### config.mk
export PLATFORM = sky130hd
export DESIGN_NAME = instr_fetch_buffer
export DESIGN_NICKNAME = d
export VERILOG_FILES = /design/src/rtl/instr_fetch_buffer.sv
export SDC_FILE = /design/constraint.sdc
export NUM_CORES = 1
export LEC_CHECK = 0
export BUFFER_PORTS_ARGS = -buffer_cell sky130_fd_sc_hd__buf_2
export CAP_MARGIN = 20
export CORE_UTILIZATION = 40
export CTS_BUF_LIST = sky130_fd_sc_hd__clkbuf_4 sky130_fd_sc_hd__clkbuf_8
export DETAILED_ROUTE_END_ITERATION = 8
export GPL_TIMING_DRIVEN = 1
export PLACE_DENSITY_LB_ADDON = 0.05
export REMOVE_ABC_BUFFERS = 1
export SLEW_MARGIN = 20
export SYNTH_ARGS = -nofsm -noshare
export SYNTH_HDL_FRONTEND = slang
export SYNTH_SLANG_ARGS = --single-unit
export TNS_END_PERCENT = 5
### constraint.sdc
create_clock -name clock -period 3.3 [get_ports clock]
set_clock_uncertainty 0.15 [all_clocks]
set_input_delay 0.66 -clock clock [delete_from_list [all_inputs] [get_ports clock]]
set_output_delay 0.66 -clock clock [all_outputs]
set_load 0.05 [all_outputs]
### src/rtl/instr_fetch_buffer.sv
// Prefetch FIFO: flop storage, head driven from the rd_ptr entry; flush clears occupancy.
// Latency: a pushed entry is visible at the head on the following cycle.
// Backpressure: push honoured only when not full or popping in the same cycle.
module ifb_fifo #(
    parameter int WIDTH = 64,
    parameter int DEPTH = 4
) (
    input  logic                       clock,
    input  logic                       reset,
    input  logic                       flush,
    input  logic                       push_vld,
    input  logic [WIDTH-1:0]           push_dat,
    input  logic                       pop_rdy,
    output logic                       head_vld,
    output logic [WIDTH-1:0]           head_dat,
    output logic [$clog2(DEPTH+1)-1:0] count
);
    localparam int PW = $clog2(DEPTH);
    localparam int CW = $clog2(DEPTH+1);

    logic [WIDTH-1:0] mem_q [DEPTH];
    logic [WIDTH-1:0] mem_d [DEPTH];
    logic [PW-1:0]    rd_ptr_q, rd_ptr_d, wr_ptr_q, wr_ptr_d;
    logic [CW-1:0]    count_q, count_d;
    logic             pop_ok, push_ok;

    assign pop_ok  = pop_rdy & (count_q != '0);
    assign push_ok = push_vld & ((count_q != CW'(DEPTH)) | pop_ok);

    always_comb begin
        mem_d    = mem_q;
        rd_ptr_d = rd_ptr_q;
        wr_ptr_d = wr_ptr_q;
        count_d  = count_q;
        if (flush) begin
            rd_ptr_d = '0;
            wr_ptr_d = '0;
            count_d  = '0;
        end else begin
            if (push_ok) begin
                mem_d[wr_ptr_q] = push_dat;
                wr_ptr_d        = wr_ptr_q + PW'(1);
            end
            if (pop_ok) rd_ptr_d = rd_ptr_q + PW'(1);
            case ({push_ok, pop_ok})
                2'b10:   count_d = count_q + CW'(1);
                2'b01:   count_d = count_q - CW'(1);
                default: count_d = count_q;
            endcase
        end
    end

    always_ff @(posedge clock or negedge reset) begin
        if (!reset) begin
            rd_ptr_q <= '0;
            wr_ptr_q <= '0;
            count_q  <= '0;
        end else begin
            rd_ptr_q <= rd_ptr_d;
            wr_ptr_q <= wr_ptr_d;
            count_q  <= count_d;
        end
    end

    // Payload storage needs no reset; validity comes solely from count_q.
    always_ff @(posedge clock) begin
        mem_q <= mem_d;
    end

    assign head_vld = (count_q != '0);
    assign head_dat = mem_q[rd_ptr_q];
    assign count    = count_q;
endmodule

// Fetch stage: drives RAM word address from the byte PC and queues {pc, word} for decode.
// Latency: fetched word reaches decode one cycle after the fetching edge; 1 instr/cycle sustained.
// Backpressure: instr_ready low holds the head; fetching stalls when the queue is full.
module instr_fetch_buffer #(
    parameter int          DEPTH      = 4,
    parameter int          ADDR_WIDTH = 7,
    parameter logic [31:0] RESET_PC   = 32'h0000_0000
) (
    input  logic                       clock,
    input  logic                       reset,
    input  logic                       fetch_en,
    output logic [ADDR_WIDTH-1:0]      mem_addr,
    input  logic [31:0]                mem_data,
    input  logic                       redirect,
    input  logic [31:0]                redirect_pc,
    output logic                       instr_valid,
    output logic [31:0]                instr,
    output logic [31:0]                instr_pc,
    input  logic                       instr_ready,
    output logic [$clog2(DEPTH+1)-1:0] buf_count
);
    localparam int CW = $clog2(DEPTH+1);

    typedef struct packed {
        logic [31:0] pc;
        logic [31:0] word;
    } fetch_ent_t;

    logic [31:0] fetch_pc_q, fetch_pc_d;
    logic        pop, push, full;
    fetch_ent_t  push_dat, head_dat;

    assign full     = (buf_count == CW'(DEPTH));
    assign pop      = instr_valid & instr_ready;
    assign push     = fetch_en & ~redirect & (~full | pop);
    assign mem_addr = fetch_pc_q[ADDR_WIDTH+1:2];
    assign push_dat = '{pc: fetch_pc_q, word: mem_data};

    always_comb begin
        fetch_pc_d = fetch_pc_q;
        if (redirect)  fetch_pc_d = redirect_pc & 32'hFFFF_FFFC;
        else if (push) fetch_pc_d = fetch_pc_q + 32'd4;
    end

    always_ff @(posedge clock or negedge reset) begin
        if (!reset) fetch_pc_q <= RESET_PC;
        else        fetch_pc_q <= fetch_pc_d;
    end

    // A pop coinciding with redirect still counts as consumed; the flush then empties the rest.
    ifb_fifo #(.WIDTH($bits(fetch_ent_t)), .DEPTH(DEPTH)) u_fifo (
        .clock    (clock),
        .reset    (reset),
        .flush    (redirect),
        .push_vld (push),
        .push_dat (push_dat),
        .pop_rdy  (pop),
        .head_vld (instr_valid),
        .head_dat (head_dat),
        .count    (buf_count)
    );

    assign instr    = head_dat.word;
    assign instr_pc = head_dat.pc;
endmodule

==> metrics.yaml <==
grt_pass1_wl_um: 35300
cts_sinks: 285
multiInputGateArea_mm2: 0.00257
yosysTopAreaCell: "edfxtp_1"
slowest_delay_ns: 0.64
n_fill_cell: 2369
yosys.area_share.simple_pct: 5.04
fmax_mhz: 319
stdcell_count: 1147
cts_tree: "done"
path_max_fanout: 29
root_buffer: "clkbuf_8"
antenna_found_initial: 0
ys_seq_area_share_pct: 75.1
place.gp.congestion: 0.770
fin_crit_sh_pct: 95.0
drtPass1Iterations: 4
seq_area_mm2: 0.00838
core-area_mm2: 0.0272
drv_cap: 0
synth_seq_cells: 285
path_cells: "buf_12 > mux4_2 > buf_2"
rsz0062_at_grt: "false"
initial_core_util_pct: 41.0
yosys-top-cells-area: "edfxtp_1 67%, mux4_2 13%, dfrtp_1 8.3%"
holdWs_ns: 0.103
drive_above_1_share_pct: 39.1
outcome: "completed"
clock_latency_ns: 0.56
wl_um: 22600
synth_xor_area_share_pct: 2.75
viasPerCell: 4.96
fin_nets: 812
wl_per_cell_um: 19.7
critPathArrivalTime_ns: 2.33
ant_nets: 0
start_kind: "flip-flop"
dr.first_iter.drc_count: 325
yosysWarnings: 0
min_path_type: "in -> async"
p_leak_nw: 4.55
synth_edf_count: 248
cp.required_ns: 2.49
die_w_um: 169
cp_top_family: "flip-flops"
worstSetupPathType: "reg -> out"
clkSlewWorstSetupHoldPaths_ns: 0.06
crit_buf_inv: 2
fin_crit_ns: 3.14
synthAdderAreaFrac_pct: 0.740
io_pins: 144
end_kind: "output pin"
rows: 60
grt_overflow: 0
cts_made_buffers: 48
utilization_pct: 48.6
syn_inst: 574
syn2layout_area_growth_pct: 18.4
htreeDepth: 2
synth.most_common_cell: "edfxtp_1"
yosysUniqueCellTypes: 38
power.total_mw: 10.2
drc: 0
netlist_area_mm2: 0.0112
clockBufferDepth: 3
setup_viol: 0
synth.area.mux_share_pct: 12.9
worst_pin_slew_ns: 1.04
synth_compound_gate_area_share_pct: 1.45
die_area_mm2: 0.0286
synthArstFlopShare_pct: 13.0
portBuffers: 139
die_y_um: 169
n_antenna_cell: 0
vias: 5691
synth_common_cells: "248 x edfxtp_1, 62 x mux4_2, 42 x nand2_1, 37 x dfrtp_1, 25 x xnor2_1"
grt_pass1_vias: 6306
syn_avg_cell_area_um2: 19.4
grt_use_total_pct: 16.5
final_hold_viol_count: 0
synth_top_family_by_area: "multiplexers"
synth-main-ff-cell: "edfxtp_1"
synth_top_area_share_pct: 66.8
cts_resized: 0
cts_hold_buffers: 0
grt_max_degree: 66
place_inst: 1059
post_cts_buffers: 0
critPathSlowestCell: "dfrtp_4"
cellPowerDensity_mw_per_mm2: 774
slew_viol_final: 0
hpwl_um: 12700
slew_headroom_pct: 30.4
peakVddDrop_uv: 485
-- layout by cell type (no fill, tap or decap), types with 3 or more instances in the layout --
cell type | synthesis | final
nor3_1 | 6 | 6
edfxtp_1 | 248 | 248
nand2_1 | 42 | 42
clkbuf_4 | 0 | 12
buf_2 | 7 | 139
nand3_1 | 9 | 9
buf_12 | 0 | 3
nor2_1 | 16 | 16
clkinv_1 | 0 | 12
o21ai_1 | 14 | 14
nand4_1 | 6 | 6
dfrtp_1 | 37 | 35
nor4_2 | 5 | 5
mux4_2 | 62 | 62
inv_1 | 8 | 8
o21ai_0 | 14 | 14
xor2_1 | 10 | 10
clkinv_2 | 0 | 8
nor4_1 | 6 | 6
ha_1 | 5 | 5
clkbuf_8 | 0 | 54
xnor2_1 | 25 | 25
buf_4 | 9 | 6
and2_4 | 0 | 4
-- sequential cells by signal (all words and copies together), names as in the netlist --
name	flops
u_fifo.rd_ptr_q	2
fetch_pc_q	30
u_fifo.count	3
u_fifo.wr_ptr_q	2
u_fifo.mem_q	248
-- through the flow --
stage | setup WS [ns] | TNS, ns | instance area [µm²]
4_1_cts | 0.0846 | 0 | 13200
3_5_place_dp | 0.425 | 0 | 12200
6_report | 0.165 | 0 | 13200
5_1_grt | 0.0297 | 0 | 13200
3_3_place_gp | 0.453 | 0 | 12200
2_1_floorplan | -0.850 | -96.02 | 11000
-- path summary, 6_finish.rpt --
check                                    from                 end  slack, ns  depth (start not counted)
max                        u_fifo.rd_ptr_q[0]            instr[6]       0.16                          3
min                                     reset      fetch_pc_q[29]       0.10                          1
max reg2reg                   u_fifo.count[0]   u_fifo.mem_q[155]       0.73                          4
min reg2reg                    fetch_pc_q[31]   u_fifo.mem_q[191]       0.40                          0
max in group asynchronous               reset  u_fifo.rd_ptr_q[0]       2.20                          1
min in group clock               mem_data[11]   u_fifo.mem_q[203]       0.16                          1
-- routing by layer --
metal	GRT usage, %	routed length, µm	vias up	part of all wire (%)
li1	-	-	2593	-
met1	21.1	9640	2882	43
met2	27.6	11000	171	49
met3	4.12	1450	45	6.4
met4	5.44	481	0	2.1
met5	0	0	-	0
-- power breakdown --
part           switching [mW]  internal [mW]
Clock                    1.37           1.71
Sequential              0.202           4.17
Combinational            1.87          0.892
Total                    3.44           6.77
-- cells by family after synthesis --
family          Yosys count
simple gates            106
flops                   285
xor+xnor                 35
mux                      66
compound gates           31
fa+ha+maj                 6
buf+inv                  44
other cells               1
-- layout make-up --
cell class | instances | area share, %
Tap cell | 372 | 3.53
Sequential cell | 285 | 63.5
Timing Repair Buffer | 148 | 6.07
Inverter | 8 | 0.227
Clock buffer | 66 | 6.31
Clock inverter | 22 | 0.938
Multi-Input combinational cell | 246 | 19.5
Power figures use the tool's default switching activity.
